==> config.mk <==
export PLATFORM = sky130hd
export DESIGN_NAME = bf_weight_cfg_ctrl
export DESIGN_NICKNAME = d
export VERILOG_FILES = /design/src/rtl/bf_cfg_pkg.sv /design/src/rtl/bf_cfg_decode.sv /design/src/rtl/bf_weight_cfg_ctrl.sv
export SDC_FILE = /design/constraint.sdc
export NUM_CORES = 1
export LEC_CHECK = 0
export CORE_ASPECT_RATIO = 0.6
export CORE_UTILIZATION = 35
export CTS_BUF_LIST = sky130_fd_sc_hd__clkbuf_2 sky130_fd_sc_hd__clkbuf_4 sky130_fd_sc_hd__clkbuf_8
export DETAILED_ROUTE_END_ITERATION = 16
export GPL_TIMING_DRIVEN = 0
export HOLD_SLACK_MARGIN = 0.05
export SKIP_CTS_REPAIR_TIMING = 1
export SYNTH_ARGS = -nofsm -noshare
export SYNTH_HDL_FRONTEND = slang
export SYNTH_SLANG_ARGS = --single-unit
==> constraint.sdc <==
create_clock -name clock -period 3.4 [get_ports clock]
set_clock_uncertainty 0.05 [all_clocks]
set_input_delay 0.68 -clock clock [delete_from_list [all_inputs] [get_ports clock]]
set_output_delay 0.68 -clock clock [all_outputs]
set_load 0.02 [all_outputs]
==> src/rtl/bf_cfg_pkg.sv <==
// bf_cfg_pkg: shared constants, FSM states and weight-set type for the beamformer weight config block.
package bf_cfg_pkg;
  localparam int N_LANE = 8;
  localparam int W_BITS = 5;
  localparam int SET_COS1 = 0;
  localparam int SET_SIN1 = 1;
  localparam int SET_COS2 = 2;
  localparam int SET_SIN2 = 3;
  localparam logic [6:0] ADDR_ABORT = 7'h0E;
  localparam logic [6:0] ADDR_COMMIT = 7'h0F;
  localparam bit AUTO_COMMIT = 1'b1;
  typedef enum logic [1:0] {IDLE, COLLECT, ARMED} state_t;
  typedef logic [N_LANE-1:0][W_BITS-1:0] weight_set_t;
endpackage

==> src/rtl/bf_cfg_decode.sv <==
// bf_cfg_decode: splits a 32-bit command frame into write, command and error indications.
module bf_cfg_decode
  import bf_cfg_pkg::*;
(
  input  logic                   valid_i,
  input  logic [31:0]            data_i,
  output logic                   is_write_o,
  output logic [1:0]             set_o,
  output logic                   half_o,
  output logic [3:0][W_BITS-1:0] wts_o,
  output logic                   is_commit_o,
  output logic                   is_abort_o,
  output logic                   is_err_o
);
  logic       wr;
  logic [6:0] addr;
  logic [2:0] idx;
  logic       unused_ign;
  assign wr = valid_i & data_i[31];
  assign addr = data_i[30:24];
  assign idx = addr[2:0] - 3'd1;
  assign is_write_o = wr && addr >= 7'd1 && addr <= 7'd8;
  assign set_o = idx[2:1];
  assign half_o = idx[0];
  assign wts_o = data_i[19:0];
  assign is_commit_o = wr && addr == ADDR_COMMIT;
  assign is_abort_o = wr && addr == ADDR_ABORT;
  assign is_err_o = wr && !is_write_o && !is_commit_o && !is_abort_o;
  assign unused_ign = ^data_i[23:20];
endmodule

==> src/rtl/bf_weight_cfg_ctrl.sv <==
// bf_weight_cfg_ctrl: shadow/active weight banks with tick-aligned atomic commit,
// abort, status and saturating bad-frame counter.
module bf_weight_cfg_ctrl
  import bf_cfg_pkg::*;
(
  input  logic                     clock,
  input  logic                     reset,
  input  logic                     frame_valid,
  input  logic [31:0]              frame_data,
  input  logic                     ds_tick,
  output logic [N_LANE*W_BITS-1:0] w_cos_1,
  output logic [N_LANE*W_BITS-1:0] w_sin_1,
  output logic [N_LANE*W_BITS-1:0] w_cos_2,
  output logic [N_LANE*W_BITS-1:0] w_sin_2,
  output logic                     cfg_pending,
  output logic                     cfg_valid,
  output logic                     commit_pulse,
  output logic [7:0]               written_mask,
  output logic [7:0]               err_cnt
);
  logic                   dec_write, dec_half, dec_commit, dec_abort, dec_err;
  logic [1:0]             dec_set;
  logic [3:0][W_BITS-1:0] dec_wts;
  weight_set_t [3:0]      shadow_q, shadow_d, act_q, act_d;
  logic [7:0]             mask_q, mask_d, err_q, err_d;
  logic                   valid_q, valid_d, pulse_q, pulse_d, commit, abort;
  state_t                 state_q, state_d;

  bf_cfg_decode u_decode (
    .valid_i     (frame_valid),
    .data_i      (frame_data),
    .is_write_o  (dec_write),
    .set_o       (dec_set),
    .half_o      (dec_half),
    .wts_o       (dec_wts),
    .is_commit_o (dec_commit),
    .is_abort_o  (dec_abort),
    .is_err_o    (dec_err)
  );

  // Abort beats a same-cycle tick; a same-cycle write commits the pre-write shadow.
  assign abort = dec_abort && state_q != IDLE;
  assign commit = state_q == ARMED && ds_tick && !abort;

  always_comb begin
    shadow_d = shadow_q;
    act_d = act_q;
    mask_d = mask_q;
    state_d = state_q;
    err_d = err_q;
    valid_d = valid_q;
    pulse_d = commit;
    if (commit) begin
      act_d = shadow_q;
      mask_d = '0;
      state_d = IDLE;
      valid_d = 1'b1;
    end
    if (abort) begin
      shadow_d = act_q;
      mask_d = '0;
      state_d = IDLE;
    end
    if (dec_write) begin
      for (int j = 0; j < 4; j++) shadow_d[dec_set][{dec_half, 2'(j)}] = dec_wts[j];
      mask_d[{dec_set, dec_half}] = 1'b1;
      state_d = (AUTO_COMMIT && mask_d == 8'hFF) || (state_q == ARMED && !commit) ? ARMED : COLLECT;
    end
    if (dec_commit && state_q == COLLECT) state_d = ARMED;
    if (dec_err || (dec_commit && state_q == IDLE)) err_d = err_q + {7'd0, err_q != 8'hFF};
  end

  always_ff @(posedge clock)
    if (!reset) begin
      shadow_q <= '0;
      act_q <= '0;
      mask_q <= '0;
      err_q <= '0;
      valid_q <= 1'b0;
      pulse_q <= 1'b0;
      state_q <= IDLE;
    end else begin
      shadow_q <= shadow_d;
      act_q <= act_d;
      mask_q <= mask_d;
      err_q <= err_d;
      valid_q <= valid_d;
      pulse_q <= pulse_d;
      state_q <= state_d;
    end

  assign w_cos_1 = act_q[SET_COS1];
  assign w_sin_1 = act_q[SET_SIN1];
  assign w_cos_2 = act_q[SET_COS2];
  assign w_sin_2 = act_q[SET_SIN2];
  assign cfg_pending = state_q == ARMED;
  assign cfg_valid = valid_q;
  assign commit_pulse = pulse_q;
  assign written_mask = mask_q;
  assign err_cnt = err_q;
endmodule
After elaboration in Yosys (flattened, before gate mapping)
Cells that the tools add are included.
{"block": "totals", "reg_bits": 340, "in_bits": 36, "out_inout_bits": 179, "word_cells": 158}
{"block": "classes", "addsub": 2, "order_cmp": 14, "eq_ne": 6, "mux": 32, "n_bitwise": 3, "n_reduce_logical": 31}
{"op": "160-bit bitwise mux", "count": 4}
{"op": "40-bit demux with 2-bit select", "count": 4}
{"op": "160-bit 2-to-1 mux", "count": 2}
{"op": "40-bit 2-to-1 mux", "count": 1}
{"op": "35-bit 2-to-1 mux", "count": 1}
{"op": "30-bit 2-to-1 mux", "count": 1}
{"op": "25-bit 2-to-1 mux", "count": 1}
{"op": "8-bit 2-to-1 mux", "count": 3}
{"op": "5-bit demux with 1-bit select", "count": 4}
{"op": "3-bit by 4-bit < comparator with 1-bit output, second input constant", "count": 5}
{"op": "5-bit 2-to-1 mux", "count": 4}
{"op": "1-bit logical AND", "count": 19}
{"op": "3-bit by 1-bit >= comparator with 1-bit output, second input constant", "count": 5}
{"op": "7-bit by 4-bit equality test with 1-bit output, second input constant", "count": 2}
{"op": "2-bit 2-to-1 mux", "count": 5}
{"op": "8-bit by 1-bit adder with 8-bit output", "count": 1}
{"op": "8-bit equality test, second input constant", "count": 1}
{"op": "8-bit inequality test, second input constant", "count": 1}
{"op": "8-bit OR", "count": 1}
{"op": "7-bit by 1-bit >= comparator with 1-bit output, second input constant", "count": 1}
{"op": "7-bit by 4-bit less-or-equal comparator with 1-bit output, second input constant", "count": 1}
{"op": "1-bit logical NOT", "count": 5}
{"op": "4-bit nonzero test", "count": 1}
{"op": "1-bit demux with 3-bit select", "count": 1}
{"op": "13 further kinds", "count": 14}

Logic depth before layout (Yosys ltp)
{"block": "logic_depth", "depth_word": 13, "depth_mapped": 10, "ltp_nobuf": 8}

By module
Synthesis repeated with hierarchy kept, for this count alone.
{"block": "unflattened", "hier_cells": 1588, "hier_area_um2": 13980.9}
{"module": "bf_weight_cfg_ctrl", "instances": 1, "cells_per_inst": 1546, "area_each_um2": 13654.3, "seq_area_each_um2": 6806.5}
{"module": "bf_cfg_decode", "instances": 1, "cells_per_inst": 42, "area_each_um2": 326.6, "seq_area_each_um2": 0.0}

Worst setup path after synthesis
Ideal clock, no wire load.
{"block": "synth_path", "path_kind": "input-to-reg", "start": "input port frame_data[24]", "end": "register state_q[1]", "setup_time_ps": 128, "arrival_time_ps": 2378, "required_ps": 3222, "setup_slack_ps": 844, "path_stages": 9, "path_buffers": 1, "path_cell_list": "clkbuf_1 inv_1 ha_1 xnor2_1 nor2_1 a32o_1 a41oi_1 o21a_1 nor2_1"}
{"block": "synth_between", "elab_chain_len": 13, "elab_cells_between_ends": 30, "classes_between": "1 x add/sub; 4 x order compare; 3 x eq/ne; 8 x mux; 1 x bitwise; 13 x reduce/logical"}
{"item": "from (decl)", "line": "bf_weight_cfg_ctrl.sv:9", "rtl": "input logic [31:0] frame_data,"}
{"item": "branches (longest 13 deep; another with 3-bit by 4-bit < comparator with 1-bit output)"}
{"item": "to (signal assigned)", "line": "bf_weight_cfg_ctrl.sv:89", "rtl": "state_q <= state_d;"}
{"item": "to (decl)", "line": "bf_weight_cfg_ctrl.sv:27", "rtl": "state_t state_q, state_d;"}
Parallel ways; which one is timed is not known.
A chain may end at the register's enable or synchronous reset.

Final worst setup path
{"block": "layout_path", "start": "input port frame_data[24]", "end": "register act_q, in the netlist w_cos_1[27]"}
{"block": "layout_between", "elab_chain_len": 5}
{"item": "7-bit by 4-bit equality test with 1-bit output", "line": "bf_cfg_decode.sv:27", "rtl": "assign is_abort_o = wr && addr == ADDR_ABORT;"}
{"item": "1-bit logical AND", "line": "bf_cfg_decode.sv:27"}
{"item": "1-bit logical AND", "line": "bf_weight_cfg_ctrl.sv:42", "rtl": "assign abort = dec_abort && state_q != IDLE;"}
{"item": "1-bit logical NOT", "line": "bf_weight_cfg_ctrl.sv:43", "rtl": "assign commit = state_q == ARMED && ds_tick && !abort;"}
{"item": "1-bit logical AND", "line": "bf_weight_cfg_ctrl.sv:43"}
{"item": "to (signal assigned)", "line": "bf_weight_cfg_ctrl.sv:84", "rtl": "act_q <= act_d;"}
{"item": "to (decl)", "line": "bf_weight_cfg_ctrl.sv:24", "rtl": "weight_set_t [3:0] shadow_q, shadow_d, act_q, act_d;"}
No other way between the ends.

==> metrics.yaml <==
initialDrtViolationCount: 940
grt_pass1_wl_mm: 71.5
min_period_ns: 3.17
synth-seq-cells: 340
yosysSeqAreaShare_pct: 49.6
finalMaxSlewViolations: 0
max-slew-margin-rel_pct: 11.7
final_cell_count_no_fill: 2363
cap_violations: 0
syn_area_um2: 13700
dp_slack_ns: -0.306
vdd.ir_drop.worst_mv: 0.245
setup_violations: 0
antenna_found_initial: 0
critPathRequiredTime_ns: 3.87
synth_cell_types: 45
worstMarginPinSlew_ns: 1.32
finalHoldViolCount: 0
met1_usage_pct: 32.8
vias: 12200
row_count: 55
dr.pass1.iters: 5
crit_type: "input pin to register"
drc_errors: 0
reg2reg_depth: 6
die_area_um2: 40000
die_h_um: 155
synthFlopType: "dfxtp_1"
root_buffer: "clkbuf_8"
hold_path.class: "register to register"
rsz0062_at_grt: "false"
synthTopCellsByCount: "nand2_1, dfxtp_1, a21oi_1"
hold_path_depth: 2
first_global_vias: 11700
initial_core_util_pct: 36.0
fin_util_pct: 45.6
drive_gt1_share_pct: 9.73
use_met2_pct: 35.8
status: "finished clean"
clockBufferDepth: 3
cts_sinks: 340
nets: 1854
die-width_um: 258
r2r_end: "w_cos_1[21]"
yosysMostFrequentCell: "nand2_1"
cp-start-kind: "input pin"
cp-end-kind: "register"
power_density_nw_per_um2: 455
hold_path_end: "w_cos_2[2]"
place_area_um2: 16300
r2r_start: "state_q[0]"
syn_nets: 1610
grt_start_max_net_pins: 14
synth-async-reset-ratio_pct: 0
clkTransAtPathRegs_ns: 0.07
port_buffers: 190
yosysTopAreaCell: "dfxtp_1"
met3_usage_pct: 5.10
synthTopCellsByArea: "dfxtp_1, mux2i_1, nand2_1"
hp-start: "shadow_q[82]"
drtAntennaViolNets: 0
rrSetupSlack_ns: 1.19
post-route-worst-setup-slack_ns: 0.232
wl_per_cell_um: 20.0
clock.fmax_mhz: 316
gp_congestion: 0.879
insertion_delay_ns: 0.61
syn_avg_cell_area_um2: 8.76
core_um2: 38100
dp_cells: 2270
ios: 215
synth_edf_count: 0
startpoint: "frame_data[24]"
fillers: 3712
p_leak_uw: 0.00550
drt-vias-per-instance: 5.16
yosys_warnings: 0
synthToLayoutAreaGrowth_pct: 26.7
syn_inst: 1567
cp_max_fo: 10
grt_most_used_layer: "met2"
overflow: 0
p_total_uw: 7910
numCtsBuffers: 52
antenna_cells: 0
post-dp-hpwl_mm: 32.6
wl_mm: 47.3
grt_usage_pct: 23.3
synth_top_area_share_pct: 49.6
post-route-period-util_pct: 93.2
h-tree-depth: 2
final_area_um2: 17400
cts_tree: "built"
cp.arrival_ns: 3.64
## kinds of logic after synthesis
group,synth area share (%)
AO/OA/AOI/OAI,17.1
XOR/XNOR,0.128
adder cells (fa/ha/maj),0.638
buffers and inverters,5.00
flip-flops,49.6
multiplexers,11.8
AND/OR/NAND/NOR,15.7
## routing by layer
metal  up-vias  wire length (µm)
met3        79              3160
met1      5855             22700
met4         0              1010
met2       387             20500
li1       5866                 -
met5         -                 0
## worst max-delay path by stage
stage / endpoint / slack (ns) / cells after the start
2_1_floorplan: state_q[1] / 0.84 / 9
4_1_cts: w_cos_1[27] / 0.32 / 11
5_1_grt: w_cos_1[16] / 0.03 / 10
6_report: w_cos_1[27] / 0.23 / 11
3_5_place_dp: w_sin_1[20] / -0.31 / 11
3_3_place_gp: w_cos_1[27] / -0.29 / 11
## critical path, cell delays in order
cell	delay, ns
clkdlybuf4s50_1	0.51
clkbuf_1	0.34
inv_1	0.20
ha_1	0.29
a31oi_1	0.24
and2_1	0.16
buf_2	0.27
buf_2	0.39
buf_2	0.31
nand2_1	0.11
a21oi_1	0.13
## report_power, final
| part | switching, µW | internal [µW] |
|---|---|---|
| clock network | 1640 | 1990 |
| registers | 5.40 | 3990 |
| logic | 221 | 52.2 |
| total | 1870 | 6040 |
## final cells by class
cell class / instances / area (µm²) / share of cell area (%)
Tap cell: 513 / 642 / 3.69
Sequential cell: 340 / 6810 / 39.1
Buffer: 145 / 661 / 3.80
Clock buffer: 82 / 1030 / 5.91
Timing Repair Buffer: 190 / 1900 / 10.9
Inverter: 7 / 26.3 / 0.151
Clock inverter: 11 / 87.6 / 0.504
Multi-Input combinational cell: 1075 / 6240 / 35.9
## metrics by stage
stage	setup TNS [ns]	hold WS, ns
after global placement	-33.00	0.384
after global routing	0	0.408
after CTS	0	0.396
after detailed placement	-43.42	0.391
final	0	0.394
after floorplan	0	0.381
## cell usage in the layout, fill, tap and decap left out, types with 2 or more instances in the layout
master,synthesis,routed
nor2_1,172,172
inv_1,6,6
clkbuf_8,0,66
and2_1,3,3
nand4_1,4,4
o31ai_1,4,4
nand2b_1,2,2
a32o_1,2,2
clkinvlp_4,0,3
clkbuf_4,0,16
a211oi_2,20,20
mux2i_1,162,162
ha_1,7,7
dfxtp_1,340,340
a211oi_1,141,141
a21oi_1,176,176
nand2_1,342,342
buf_4,10,10
buf_1,21,21
nand3_1,3,3
clkinv_2,0,7
nand3_2,3,3
buf_6,3,3
a31oi_1,3,3
or3_1,4,4
clkbuf_1,66,66
o21ai_0,4,4
clkdlybuf4s50_1,0,190
buf_2,44,44
or4_1,3,3
a32oi_1,2,2
and3b_1,2,2
## flip-flops by register name (all words and copies together) (netlist names)
signal,count
w_sin_2,40
written_mask,8
state_q,2
shadow_q,160
cfg_valid,1
err_cnt,8
w_sin_1,40
w_cos_1,40
commit_pulse,1
w_cos_2,40
(Power assumes the default switching activity.)
